`config.mk`:
```
export PLATFORM = sky130hd
export DESIGN_NAME = addsub_arbiter
export DESIGN_NICKNAME = d
export VERILOG_FILES = /design/src/rtl/addsub_pkg.sv /design/src/rtl/addsub_core.sv /design/src/rtl/addsub_arbiter.sv
export SDC_FILE = /design/constraint.sdc
export NUM_CORES = 1
export LEC_CHECK = 0
export ABC_AREA = 1
export BUFFER_PORTS_ARGS = -buffer_cell sky130_fd_sc_hd__buf_2
export CAP_MARGIN = 15
export CORE_ASPECT_RATIO = 0.9
export CORE_UTILIZATION = 45
export CTS_CLUSTER_DIAMETER = 150
export CTS_CLUSTER_SIZE = 30
export DETAILED_ROUTE_END_ITERATION = 16
export PLACE_DENSITY = 0.74
export SLEW_MARGIN = 15
export SYNTH_ARGS = -nofsm -noshare
export SYNTH_HDL_FRONTEND = slang
export SYNTH_SLANG_ARGS = --single-unit
```
`constraint.sdc`:
```
create_clock -name clk -period 5.8 [get_ports clk]
set_clock_uncertainty 0.2 [all_clocks]
set_input_delay 0.58 -clock clk [delete_from_list [all_inputs] [get_ports clk]]
set_output_delay 0.58 -clock clk [all_outputs]
set_load 0.05 [all_outputs]
```
`src/rtl/addsub_pkg.sv`:
```
// Shared constants and FSM encoding for the shared add/subtract datapath.
package addsub_pkg;

  localparam int WORD_W = 32;

  localparam logic OP_ADD = 1'b0;
  localparam logic OP_SUB = 1'b1;

  typedef enum logic [1:0] {
    IDLE = 2'd0,
    BUSY = 2'd1,
    DONE = 2'd2
  } state_t;

endpackage

```
`src/rtl/addsub_core.sv`:
```
// Purely combinational 32-bit add/subtract with carry-out and signed overflow.
module addsub_core
  import addsub_pkg::*;
(
  input  logic signed [WORD_W-1:0] a,
  input  logic signed [WORD_W-1:0] b,
  input  logic                     sub,
  output logic signed [WORD_W-1:0] sum,
  output logic                     cout,
  output logic                     ovf
);

  logic signed [WORD_W-1:0] b_eff;
  logic                     cin;
  logic        [WORD_W:0]   full;

  always_comb begin
    b_eff = (sub == OP_SUB) ? ~b : b;
    cin   = (sub == OP_ADD) ? 1'b0 : 1'b1;
    full  = {1'b0, a} + {1'b0, b_eff} + {{WORD_W{1'b0}}, cin};
    sum   = full[WORD_W-1:0];
    cout  = full[WORD_W];
    ovf   = (a[WORD_W-1] == b_eff[WORD_W-1]) && (sum[WORD_W-1] != a[WORD_W-1]);
  end

endmodule

```
`src/rtl/addsub_arbiter.sv`:
```
// Round-robin arbiter sharing one add/subtract datapath among NREQ requesters,
// holding operands for SETTLE cycles before capturing a tagged response.
module addsub_arbiter
  import addsub_pkg::*;
#(
  parameter int NREQ   = 4,
  parameter int IDW    = 2,
  parameter int SETTLE = 2
) (
  input  logic                   clk,
  input  logic                   rst,
  input  logic [NREQ-1:0]        req_valid,
  output logic [NREQ-1:0]        req_ready,
  input  logic [NREQ-1:0]        req_sub,
  input  logic [NREQ*WORD_W-1:0] req_a,
  input  logic [NREQ*WORD_W-1:0] req_b,
  output logic                   resp_valid,
  input  logic                   resp_ready,
  output logic [IDW-1:0]         resp_id,
  output logic [WORD_W-1:0]      resp_sum,
  output logic                   resp_cout,
  output logic                   resp_ovf,
  output logic                   busy
);

  localparam int CNT_W = 4;

  state_t                   state, state_nxt;
  logic [IDW-1:0]           rr_ptr;
  logic [IDW-1:0]           winner;
  logic                     found;
  logic                     accept;
  logic                     resp_fire;
  logic [CNT_W-1:0]         cnt;

  logic signed [WORD_W-1:0] a_p0;
  logic signed [WORD_W-1:0] b_p0;
  logic                     sub_p0;
  logic [IDW-1:0]           id_p0;

  logic signed [WORD_W-1:0] sum_c;
  logic                     cout_c;
  logic                     ovf_c;

  // Returns {found, index}: first valid requester after ptr, wrapping at NREQ-1.
  function automatic logic [IDW:0] pick_winner(input logic [NREQ-1:0] valid,
                                               input logic [IDW-1:0]  ptr);
    logic [IDW:0] res;
    int           idx;
    res = '0;
    for (int k = NREQ; k >= 1; k--) begin
      idx = (int'(ptr) + k) % NREQ;
      if (valid[idx]) res = {1'b1, idx[IDW-1:0]};
    end
    return res;
  endfunction

  always_comb begin
    {found, winner} = pick_winner(req_valid, rr_ptr);
    accept          = (state == IDLE) && found && !rst;
    resp_fire       = (state == DONE) && resp_valid && resp_ready;
    busy            = (state != IDLE) && !rst;
    req_ready       = '0;
    if (accept) req_ready[winner] = 1'b1;
  end

  always_comb begin
    state_nxt = state;
    case (state)
      IDLE:    if (accept) state_nxt = BUSY;
      BUSY:    if (cnt == '0) state_nxt = DONE;
      DONE:    if (resp_fire) state_nxt = IDLE;
      default: state_nxt = IDLE;
    endcase
  end

  // Stage p0: operands captured at acceptance, held through the settle window
  always_ff @(posedge clk) begin
    if (accept) begin
      a_p0   <= req_a[winner*WORD_W +: WORD_W];
      b_p0   <= req_b[winner*WORD_W +: WORD_W];
      sub_p0 <= req_sub[winner];
      id_p0  <= winner;
    end
  end

  addsub_core u_core (
    .a    (a_p0),
    .b    (b_p0),
    .sub  (sub_p0),
    .sum  (sum_c),
    .cout (cout_c),
    .ovf  (ovf_c)
  );

  // Stage p1: settled result registered onto the response channel
  always_ff @(posedge clk) begin
    if (rst) begin
      state      <= IDLE;
      rr_ptr     <= IDW'(NREQ - 1);
      cnt        <= '0;
      resp_valid <= 1'b0;
      resp_id    <= '0;
      resp_sum   <= '0;
      resp_cout  <= 1'b0;
      resp_ovf   <= 1'b0;
    end else begin
      state <= state_nxt;
      if (accept) begin
        rr_ptr <= winner;
        cnt    <= CNT_W'(SETTLE - 1);
      end else if (state == BUSY && cnt != '0) begin
        cnt <= cnt - 1'b1;
      end
      if (state == BUSY && cnt == '0) begin
        resp_valid <= 1'b1;
        resp_id    <= id_p0;
        resp_sum   <= sum_c;
        resp_cout  <= cout_c;
        resp_ovf   <= ovf_c;
      end else if (resp_fire) begin
        resp_valid <= 1'b0;
      end
    end
  end

  assert property (@(posedge clk) disable iff (rst) $onehot0(req_ready));

endmodule

```
# Word-level counts from Yosys, hierarchy flattened
# Index checks and enable logic that the tools add are counted.
op_classes:
  addsub: 7
  n_lt_le_gt_ge: 6
  n_eq_ne: 7
  n_shift: 2
  mux: 31
  bitwise: 5
  n_reduce_logical: 22
op_table:
  columns: ["op", "count"]
  rows:
  - ["variable part select 128 x 8 -> 32 bit", 2]
  - ["adder 32 x 32 -> 33 bit", 1]
  - ["adder 33 x 1 -> 33 bit", 1]
  - ["two-way mux 32 bit", 1]
  - ["NOT 32 bit", 1]
  - ["< comparator 3 x 4 -> 1 bit (second input constant)", 4]
  - ["two-way mux 1 bit", 15]
  - ["two-way mux 3 bit", 4]
  - ["binary-select mux 1 bit (select 2 bit)", 5]
  - ["OR reduction 2 bit", 5]
  - ["logical AND 1 bit", 9]
  - ["two-way mux 2 bit", 3]
  - ["inequality test 2 bit (second input constant)", 3]
  - ["one-hot mux 2 bit (3 select lines)", 1]
  - ["nonzero test 2 bit", 3]
  - ["adder 2 x 1 -> 2 bit (second input constant)", 2]
  - ["adder 2 bit (second input constant)", 2]
  - ["AND 1 bit (first input constant)", 4]
  - ["logical NOT 4 bit", 1]
  - ["two-way mux 4 bit", 1]
  - ["nonzero test 4 bit", 1]
  - ["subtractor 4 x 1 -> 4 bit (second input constant)", 1]
  - ["< comparator 2 x 3 -> 1 bit (second input constant)", 1]
  - ["AND reduction 3 bit", 1]
  - ["other kinds (8)", 8]
word_totals:
  reg_bits: 112

# Depth between registers and ports, before layout
# Gate-level depths: netlist of the first run.
depth:
  depth_word: 15
  ltp_mapped: 18
  depth_no_buf: 17

# Modules after synthesis
# A second synthesis of the first run with hierarchy kept.
unflattened:
  cells_unflattened: 1387
  hier_area_um2: 8871.0
by_module_without_submodules:
  columns: ["module", "n_inst", "cells_each", "area_per_inst_um2"]
  rows:
  - ["addsub_arbiter", 1, 968, 6525.0]
  - ["addsub_core", 1, 419, 2346.0]

# Least setup slack after synthesis of the first run
# OpenSTA, ideal clock, no wires.
synth_path:
  path_kind: "input-to-output"
  from: "in req_valid[3]"
  to: "out req_ready[0]"
  arrival_time_ps: 4933
  t_required_ps: 5020
  setup_slack_ps: 87
  stages: 8
  cell_sequence: "nand2_1 -> nand2_1 -> inv_1 -> nand2_1 -> o31ai_2 -> nor2_1 -> nand2_1 -> nor2_1"
synth_rtl:
  columns: ["element", "line", "text"]
  rows:
  - ["start, declared", "addsub_arbiter.sv:12", "input logic [NREQ-1:0] req_valid,"]
  - ["binary-select mux 1 bit (select 2 bit)", "addsub_arbiter.sv:53", "if (valid[idx]) res = {1'b1, idx[IDW-1:0]};"]
  - ["two-way mux 1 bit (implied by the code) (2 in a row)", "addsub_arbiter.sv:53", null]
  - ["two-way mux 3 bit (3 in a row)", "addsub_arbiter.sv:53", null]
  - ["two-way mux 3 bit *", "addsub_arbiter.sv:53", null]
  - ["logical AND 1 bit * (2 in a row)", "addsub_arbiter.sv:60", "accept = (state == IDLE) && found && !rst;"]
  - ["via accept", "addsub_arbiter.sv:32", "logic accept;"]
  - ["two-way mux 4 bit *", "addsub_arbiter.sv:64", "if (accept) req_ready[winner] = 1'b1;"]
  - ["end, declared", "addsub_arbiter.sv:13", "output logic [NREQ-1:0] req_ready,"]
# Mark *: on every way through the listed nets, which the timed path passes. The rest lies on a longest branch. The select of a mux whose other input is x is not followed.

# Worst setup path in the final report of the first run
layout_path:
  from: "reg rr_ptr[0]"
  to: "out req_ready[1]"
layout_via:
  elab_chain_len: 13
layout_rtl:
  columns: ["element", "line", "text"]
  rows:
  - ["start, declared", "addsub_arbiter.sv:29", "logic [IDW-1:0] rr_ptr;"]
  - ["start signal, assigned", "addsub_arbiter.sv:100", "rr_ptr <= IDW'(NREQ - 1);"]
  - ["start signal, assigned", "addsub_arbiter.sv:110", "rr_ptr <= winner;"]
  - ["adder 2 x 1 -> 2 bit", "addsub_arbiter.sv:52", "idx = (int'(ptr) + k) % NREQ;"]
  - ["binary-select mux 1 bit (select 2 bit)", "addsub_arbiter.sv:53", null]
  - ["two-way mux 1 bit (implied by the code) (2 in a row)", "addsub_arbiter.sv:53", null]
  - ["two-way mux 3 bit (3 in a row)", "addsub_arbiter.sv:53", null]
  - ["two-way mux 3 bit *", "addsub_arbiter.sv:53", null]
  - ["< comparator 2 x 3 -> 1 bit (implied by the code) or >= comparator 2 x 1 -> 1 bit (tied branches)", "addsub_arbiter.sv:64", null]
  - ["logical AND 1 bit (implied by the code)", "addsub_arbiter.sv:64", null]
  - ["two-way mux 1 bit (implied by the code)", "addsub_arbiter.sv:64", null]
  - ["demux 1 bit (select 2 bit)", "addsub_arbiter.sv:64", null]
  - ["two-way mux 4 bit *", "addsub_arbiter.sv:64", null]
# Mark *: on every way between the ends. The rest lies on a longest branch, timed or not. The select of a mux whose other input is x is not followed.

==> results.md, run 1 <==
* Final WL at 26.1 mm
* Row count at 46
* Placer congestion estimate at 0.953
* Arr. time, crit path at 3.09 ns
* Slew headroom at 31.7%
* CP delay by family, top: simple AND/OR/NAND/NOR gates
* Largest stage delay, worst path at 0.57 ns
* PortBufs at 308
* Worst setup margin at 1.93 ns
* Critical path required time at 5.02 ns
* Crit-path max FO at 81
* Mapped Area at 8180 um2
* # nets final at 1722
* Max Cap Violations at 0
* Status: completed
* Final setup fails at 0
* Global-route wire length before repair at 40.4 mm
* Post-place setup slack at 2.22 ns
* TNS Setup at 0 ns
* Slowest-stage cell, CP: buf_4
* Starting Density at 46.1%
* CTS tree: yes
* Post-Syn Area per Cell at 7.05 um2
* Layout area overhead at 22.7%
* Via density at 5.27
* Via count at 8799
* Io pins at 309
* Die height at 130 um
* # DRC at 0
* Fraction of registers with async set/reset at 0%
* DIE WIDTH at 144 um
* Min-delay worst type: flop to flop
* Iteration-0 DRC Markers at 540
* Period utilisation layout at 66.7%
* Vias in the first global route at 7753
* Final Hold Viols at 0
* Non-filler instance count after layout at 1669
* Initial antenna violation count at 3
* Kind of critical path: flop to output pin
* Clock root cell: clkbuf_16
* Critical path buffers and inverters at 4
* DRT antenna net count at 0
* Cts bufs inserted at 9
* Post-synth EDFFs at 67
* Worst skew pair latency at 0.36 ns
* CTS resizes at 0
* Max Clock Freq at 258 MHz
* CTS H-tree lvls at 3
* Grt total ovfl at 0
* Fin. max-slew vios at 0
* Total GRT Usage at 28.2%
* Crit-path most repeated cell: nand2_1
* Ys flop type: edfxtp_1
* Post-synthesis cell type count at 36
* Slew @ Worst Pin at 1.02 ns
* Detailed-placement wirelength estimate at 20.6 mm
* Worst-path cell chain: inv_4, nand2_1, nand2_1, nand2_1, nand2_1, nand4_1, nand2_4, nor2_4, buf_4, nand2_1, inv_1, buf_2
* Detailed Routing Iterations Pass 1 at 5
* Clock transition at path regs at 0.08 ns
* Crit path capture type: output pin
* Post-synthesis sequential area ratio at 35.6%
* CTS sink count at 112
* Setup repair bufs after CTS at 0
* Yosys Warn Count at 0
* Mapped Cells at 1160
* Cts hold-fix bufs at 0
* Placed cell count at 1651
* Largest net degree at the start of global routing at 109
* Core region area at 17700 um2
* RSZ-0062 raised after global routing: no
* Layout cells sized above 1 at 24.1%
* Syn Nets at 1460
* FF+latch count, synth at 112
* Final hold slack at 0.262 ns
* Wirelength per Cell at 15.7 um
* Minimum clock period after layout at 3.87 ns
* Die Area at 18700 um2
* CP Launch Type: flop
* Maximum root-to-sink buffer count at 2
==> stage by stage <==
step                util (%)  cell area (um2)
floorplan                  -             8180
global placement        55.0             9750
detailed placement      55.0             9750
CTS                     56.6            10000
global route            56.6            10000
finish                  56.6            10000
==> logic make-up (layout without fill, tap and decap cells) <==
family | count (synthesis) | after routing | synth area share [%]
other | 0 | 2 | 0
AND/OR/NAND/NOR | 705 | 705 | 38.8
AO/OA/AOI/OAI | 95 | 95 | 6.41
XOR/XNOR | 47 | 47 | 5.03
adder cells (fa/ha/maj) | 33 | 33 | 5.14
flip-flops | 112 | 112 | 35.6
buffers and inverters | 168 | 435 | 9.03
==> worst register-to-register path, cell delays in order (launching register included) <==
cell and delay [ns]:
dfxtp_1 0.54, inv_4 0.08, nand2_1 0.07, nand2_1 0.11
nand2_1 0.10, nand2_1 0.05, nand2_1 0.07, nand3_1 0.06
nand2_1 0.07, nand2_2 0.07, inv_4 0.23, buf_4 0.80
nand3_1 0.28, nand4_1 0.21
==> registers in the layout (all words and copies together) (netlist names) <==
signal / flops
rr_ptr: 2
resp_ovf: 1
b_p0: 32
resp_id: 2
resp_valid: 1
sub_p0: 1
resp_sum: 32
resp_cout: 1
a_p0: 32
state: 2
cnt: 4
id_p0: 2
==> placed cells by master (no fill, tap or decap), types with 5 or more instances in the layout <==
cell type / n
buf_4: 8
o21ai_0: 30
ha_1: 32
clkbuf_16: 9
nand3_1: 242
nand2_1: 252
o21bai_1: 5
nor2_1: 121
nor3_1: 8
nand4_1: 71
edfxtp_1: 67
xor2_1: 44
dfxtp_1: 45
a21oi_1: 46
inv_1: 100
buf_2: 308
==> layout make-up <==
| class | count | area (um2) |
|---|---|---|
| Multi-Input combinational cell | 880 | 4550 |
| Antenna cell | 2 | 5.00 |
| Sequential cell | 112 | 2910 |
| Clock buffer | 9 | 225 |
| Fill cell | 1810 | 7690 |
| Tap cell | 240 | 300 |
| Clock inverter | 7 | 53.8 |
| Timing Repair Buffer | 316 | 1600 |
| Inverter | 103 | 392 |
==> synthesized netlist by cell type (2+ instances only) <==
| cell | n | area share [%] |
|---|---|---|
| nand4_1 | 71 | 5.4 |
| clkbuf_1 | 22 | 1.0 |
| a21boi_0 | 2 | 0.18 |
| a21o_1 | 3 | 0.28 |
| o21ai_0 | 30 | 1.8 |
| or2_2 | 3 | 0.23 |
| buf_6 | 7 | 0.96 |
| nand2_2 | 2 | 0.15 |
| a21oi_1 | 46 | 2.8 |
| xor2_1 | 44 | 4.7 |
| buf_2 | 27 | 1.7 |
| dfxtp_1 | 45 | 11 |
| nor3_1 | 8 | 0.49 |
| a31oi_1 | 2 | 0.15 |
| buf_4 | 5 | 0.46 |
| inv_1 | 100 | 4.6 |
| ha_1 | 32 | 4.9 |
| nor2_1 | 123 | 5.6 |
| o21a_1 | 3 | 0.28 |
| buf_1 | 4 | 0.18 |
| nand3_1 | 242 | 15 |
| inv_2 | 2 | 0.092 |
| nand2_1 | 252 | 12 |
| xnor2_1 | 3 | 0.32 |
| o21bai_1 | 5 | 0.46 |
| edfxtp_1 | 67 | 25 |
==> final timing paths <==
path | from | to | slack, ns | cells past startpoint
hold reg to reg | cnt[2] | cnt[2] | 0.26 | 2
setup reg to reg | rr_ptr[0] | a_p0[10] | 2.70 | 13
setup / recovery | rr_ptr[0] | req_ready[1] | 1.93 | 12
hold / removal | cnt[2] | cnt[2] | 0.26 | 2
==> per-layer routing <==
layer | global-route usage (%) | wire, um
met1 | 40.8 | 12100
met2 | 43.7 | 12000
met3 | 4.62 | 1680
met4 | 7.01 | 401
met5 | 0 | 10
Power of run 1 is left out: the tool's default activity adds up to more than one toggle a clock period on the data nets, which glitch-free logic cannot reach.
==> run 2: changes to the inputs <==
Settings changed: ABC_AREA 1 to 0, PLACE_DENSITY 0.74 to 0.78.
Clock period 5.8 ns to 3.1 ns, I/O delays scaled along.
==> run 2 against run 1 <==
Against the previous run:
- critical path depth grew 1
- sequential share of layout area decreased by 1.6 points
- register-to-register slack worse by 2.9 ns
- the run now ends with negative setup slack left
- setup slack lost 2.1 ns
- critical endpoint is now resp_ovf
- highest routed layer is now met4
- non-clock buffer count rose by 92
==> results.md, run 2 <==
* Io pins at 309
* DIE WIDTH at 141 um
* CP Capture Point: resp_ovf
* Max Cap Violations at 0
* Via count at 8506
* Peak VDD IR at 0.412 mV
* Top cells by area, synth: edfxtp_1 26%, nand2_1 15%, dfxtp_1 12%, and3_1 5.9%, a31oi_1 5.5%
* Core region area at 16900 um2
* Final setup fails at 14
* Layout cells sized above 1 at 34.1%
* Vias in the first global route at 7631
* R2r setup slk at -0.21 ns
* CP Launch Type: flop
* Kind of critical path: flop to flop
* Number of fill cells at 1498
* Status: finished, violations left
* Reg2reg path depth at 13
* CTS sink count at 112
* Initial antenna violation count at 0
* Row count at 45
* RSZ-0062 raised after global routing: yes
* Post-place setup slack at -0.257 ns
* LEAKAGE at 5.08 nW
* CTS tree: yes
* # DRC at 0
* DRT antenna net count at 0
* Largest stage delay, worst path at 0.52 ns
* # nets final at 1655
* Worst-path cell chain: buf_6, buf_4, xor2_1, ha_1, nand2_1, or4_1, a211o_1, a21oi_2, nand2_1, a31oi_4, xnor2_1, or3_1, a21oi_2
* Detailed-placement wirelength estimate at 19.3 mm
* Mapped Cells at 1006
* Violated checks: negative setup slack
* Crit-path max FO at 14
* Wirelength per Cell at 15.6 um
* Post-synthesis sequential area ratio at 37.4%
* Worst skew pair latency at 0.36 ns
* Detailed Routing Iterations Pass 1 at 5
* Iteration-0 DRC Markers at 611
* Post-Syn Area per Cell at 7.73 um2
* Largest net degree at the start of global routing at 81
* Area of the multi-input gates at 4730 um2
* Ys flop type: edfxtp_1
* Via density at 5.41
* Synth area leader: edfxtp_1
* Slowest-stage cell, CP: or4_1
* Worst setup margin at -0.215 ns
* Mapped Area at 7780 um2
* Commonest non-fill, non-tap cell in the layout: nand2_1
* Critical path required time at 3.20 ns
* Most instantiated cells after synthesis: 315 x nand2_1, 73 x and3_1, 68 x a31oi_1, 67 x edfxtp_1, 64 x clkbuf_1
* Minimum clock period after layout at 3.31 ns
* Fraction of registers with async set/reset at 0%
* Total GRT Usage at 27.5%
* CTS H-tree lvls at 3
* Antenna Cells at 0
* Fin. max-slew vios at 0
* Global-route wire length before repair at 38.6 mm
* Crit path capture type: flop
* Slew @ Worst Pin at 0.519 ns
* Placer congestion estimate at 0.923
* Arr. time, crit path at 3.42 ns
* Post-synth EDFFs at 67
* FF+latch count, synth at 112
* Worst Setup SP: sub_p0
* Die height at 127 um
* Top flop regs: a_p0 x32, b_p0 x32, resp_sum x32
* Max Clock Freq at 302 MHz
* Final WL at 24.6 mm
* Most frequent cells in the layout: 315 x nand2_1, 308 x buf_2, 94 x buf_4, 73 x and3_1, 67 x edfxtp_1
* Post-synthesis cell type count at 60
* Reg2reg end: resp_ovf
* Top-area cell type share of the netlist area at 25.9%
* R2R Path Start: sub_p0
* Period utilisation layout at 107%
* Cts bufs inserted at 9
* Cts hold-fix bufs at 0
* Post-layout util at 62.8%
* Layout area overhead at 36.4%
* PortBufs at 308
* Syn Nets at 1306
* Clock root cell: clkbuf_16
* Hold depth at 4
* Final Hold Viols at 0
* Non-filler instance count after layout at 1571
* Starting Density at 46.1%
* Maximum root-to-sink buffer count at 2
* Yosys Warn Count at 0
* Pwr/cell area at 784 nW/um2
* Placed cell count at 1550
* Grt total ovfl at 0
* Reg area at 2910 um2
* Min-delay worst type: input pin to flop
* Count leader, synth: nand2_1
* Clock transition at path regs at 0.07 ns
* Die Area at 17800 um2
* Slew headroom at 65.4%
==> run 2: cell types whose count changed in the layout (fill, tap and decap cells not counted), moves of 7 or more <==
cell	before	now
xor2_1	44	37
inv_1	100	18
and3_1	0	73
a211oi_1	1	8
nor2_1	121	39
xnor2_1	3	18
nand2_1	252	315
o21ai_0	30	17
buf_4	8	94
a31oi_1	2	66
a21oi_1	46	53
a21o_1	3	16
nand3_1	242	11
nand4_1	71	7
==> run 2: power breakdown <==
| group | total (mW) | leakage, nW | switching (mW) | internal, mW |
|---|---|---|---|---|
| clock network | 1.06 | 0.130 | 0.525 | 0.537 |
| logic | 5.12 | 3.95 | 2.93 | 2.19 |
| registers | 2.14 | 1.00 | 0.169 | 1.97 |
==> run 2: worst min-delay path by stage <==
stage | slack, ns | startpoint | to
finish | 0.06 | resp_ready | resp_valid
detailed placement | 0.24 | resp_sum[19] | resp_sum[19]
global placement | 0.24 | resp_sum[19] | resp_sum[19]
floorplan | 0.26 | rr_ptr[0] | rr_ptr[0]
CTS | 0.05 | resp_ready | resp_valid
global route | 0.09 | resp_ready | state[1]
==> run 2: logic make-up (layout without fill, tap and decap cells) <==
kind of cell               count (synthesis)  count (layout)  share of synthesized area, %
xor gates and xnor gates                  58              58                          6.53
DFF                                      112             112                          37.4
buffers and inverters                     90             444                          4.41
adders and majority gates                 33              33                          5.40
AOI/OAI and AO/OA                        221             221                          18.0
and+or+nand+nor                          490             490                          27.9
muxes                                      2               2                         0.257
==> run 2: what timing repair did <==
item                       4_1_cts  5_1_grt
pin swaps                        6        6
hold endpoints to repair         0        0
setup endpoints to repair       15       19
cloned                           0        0
resized for setup               19       12
buffers inserted                 3        2
==> run 2: critical path, delay by kind of cell, from the launching register on <==
family          cells  cell delay, ns
xor+xnor            2            0.23
simple gates        4            1.04
flops               1            0.38
compound gates      4            0.74
buf+inv             2            0.33
fa+ha+maj           1            0.33
==> run 2: per-stage QoR <==
stage          hold slack, ns  total power, mW  area, um2  TNS [ns]
3_5_place_dp            0.241             6.97      10200     -2.04
6_report               0.0560             8.32      10600     -1.64
3_3_place_gp            0.239             6.91      10200     -1.05
4_1_cts                0.0499             8.18      10500     -1.59
5_1_grt                0.0935             8.88      10600     -4.22
2_1_floorplan           0.255             5.23       7850    -0.242
==> run 2: area by class of cell <==
cell class                      count  area share [%]
Clock buffer                        9            2.12
Sequential cell                   112            27.5
Tap cell                          211            2.49
Clock inverter                      7           0.354
Inverter                           20           0.731
Timing Repair Buffer              408            22.2
Multi-Input combinational cell    804            44.6
==> run 2: metal layers <==
metal  track usage (%)  up-vias  wire length (um)
li1                  -     4229                 -
met1              38.4     3883             11400
met2              43.1      351             11100
met3              4.91       43              1560
met4              8.95        0               538
met5                 0        -                 0
Note: power is estimated with default switching activity, not from simulation.
==> run 3: changes to the inputs <==
Settings changed: RECOVER_POWER set to 50.
==> run 3 against run 2 <==
Against the previous run:
- the run still ends with negative setup slack left
- final cell count did not move
- first-iteration DRC count is 4.3% lower
- clock power about the same
- combinational power shrank 1%
- hold slack better by 0.0067 ns
- register-to-register slack barely moved
- global-route usage unchanged
- clock-buffer cell count unchanged
- wire length is 0.55% higher
- sequential share of layout area grew 0.28 points
- die area unchanged
- via count up 0.36%
- critical endpoint unchanged
- largest cell class unchanged
- highest routed layer unchanged
==> results.md, run 3 (same netlist as run 2, synthesis figures left out) <==
* Max Cap Violations at 0
* Combinational share of power at 61.2%
* Layout cells sized above 1 at 31.1%
* Fin. max-slew vios at 0
* # nets final at 1655
* Layout area overhead at 35.0%
* Row count at 45
* Period utilisation layout at 107%
* Cts hold-fix bufs at 0
* Post-route cell area at 10500 um2
* Via density at 5.43
* Crit path capture type: flop
* Status: finished, violations left
* LEAKAGE at 4.90 nW
* Iteration-0 DRC Markers at 585
* Die height at 127 um
* Pint at 4.65 mW
* Net switching fraction of the power at 43.8%
* Min-delay worst type: input pin to flop
* Critical path required time at 3.20 ns
* Wirelength per Cell at 15.7 um
* CTS H-tree lvls at 3
* Kind of critical path: flop to flop
* Crit-path max FO at 14
* RSZ-0062 raised after global routing: yes
* Final Hold Viols at 0
* CP Launch Type: flop
* PortBufs at 308
* Final setup fails at 14
* Core region area at 16900 um2
* Via count at 8537
* DIE WIDTH at 141 um
* Detailed-placement wirelength estimate at 19.3 mm
* DRT antenna net count at 0
* Io pins at 309
* Final Power at 8.27 mW
* Sequential Power Share at 26.0%
* Largest net degree at the start of global routing at 81
* Slew headroom at 7.99%
* P_sw at 3.63 mW
* Worst setup margin at -0.217 ns
* Initial antenna violation count at 0
* Final hold slack at 0.0627 ns
* Arr. time, crit path at 3.42 ns
* Max Clock Freq at 302 MHz
* Slew @ Worst Pin at 1.38 ns
* Die Area at 17800 um2
* Final WL at 24.7 mm
* Clock transition at path regs at 0.07 ns
* Worst skew pair latency at 0.36 ns
* Maximum root-to-sink buffer count at 2
* # DRC at 0
* Commonest non-fill, non-tap cell in the layout: nand2_1
* CTS tree: yes
* Clock group share of total power at 12.8%
* Placer congestion estimate at 0.923
* Total GRT Usage at 27.5%
* Minimum clock period after layout at 3.32 ns
* Most frequent cells in the layout: 315 x nand2_1, 272 x buf_2, 91 x buf_4, 73 x and3_1, 67 x edfxtp_1
* Placed cell area at 10200 um2
* Violated checks: negative setup slack
* Global-route wire length before repair at 38.6 mm
* Detailed Routing Iterations Pass 1 at 5
* Cts bufs inserted at 9
* TNS Setup at -1.72 ns
* CTS sink count at 112
* Pwr/cell area at 788 nW/um2
* Starting Density at 46.1%
* Antenna Cells at 0
* Clock root cell: clkbuf_16
* Vias in the first global route at 7631
* Peak VDD IR at 0.412 mV
* Top flop regs: a_p0 x32, b_p0 x32, resp_sum x32
* Grt total ovfl at 0
[run 3: timing repair]
action / CTS / global route
gates cloned: 0 / 0
pin swaps: 6 / 6
setup buffers: 3 / 2
resized for setup: 19 / 12
setup endpoints to repair: 15 / 19
[run 3: worst paths after layout]
| check | from | to | slack (ns) | cells after the start |
|---|---|---|---|---|
| hold / removal | resp_ready | resp_valid | 0.06 | 4 |
| setup reg to reg | sub_p0 | resp_ovf | -0.22 | 13 |
| setup / recovery | sub_p0 | resp_ovf | -0.22 | 13 |
| hold reg to reg | resp_sum[27] | resp_sum[27] | 0.25 | 2 |
[run 3: area by class of cell]
class / count / area [um2]
fill: 1517 / 6390
tap: 211 / 264
multi-input combinational: 804 / 4730
clock inverter: 7 / 37.5
sequential: 112 / 2910
timing repair buffer: 408 / 2260
clock buffer: 9 / 225
inverter: 20 / 77.6
[run 3: metrics by stage]
stage | util (%) | setup WS, ns | std cells
finish | 62.2 | -0.217 | 1571
global route | 62.2 | -0.396 | 1571
CTS | 62.4 | -0.218 | 1569
detailed placement | 60.1 | -0.257 | 1550
global placement | 60.1 | -0.170 | 1550
floorplan | - | -0.126 | 1006
[run 3: power by group through the flow]
stage | clock, mW | combinational [mW] | sequential, mW
after floorplan | 0 | 2.76 | 2.47
after global placement | 0 | 4.74 | 2.17
after detailed placement | 0 | 4.80 | 2.17
after CTS | 1.08 | 4.96 | 2.14
after global routing | 1.13 | 5.52 | 2.17
final | 1.06 | 5.06 | 2.15
[run 3: metal layers]
metal	up-vias	GRT usage (%)	share of wire, %
li1	4234	-	-
met1	3910	38.4	46
met2	349	43.1	45
met3	44	4.91	6.4
met4	0	8.95	2.1
met5	-	0	0
[run 3: worst max-delay path, stage by stage, from the launching register on]
cell and delay [ns]:
edfxtp_1 0.38, buf_6 0.18, buf_4 0.15, xor2_1 0.16, ha_1 0.33, nand2_1 0.10
or4_1 0.52, a211o_1 0.28, a21oi_2 0.17, nand2_1 0.11, a31oi_4 0.18, xnor2_1 0.07
or3_1 0.32, a21oi_2 0.11
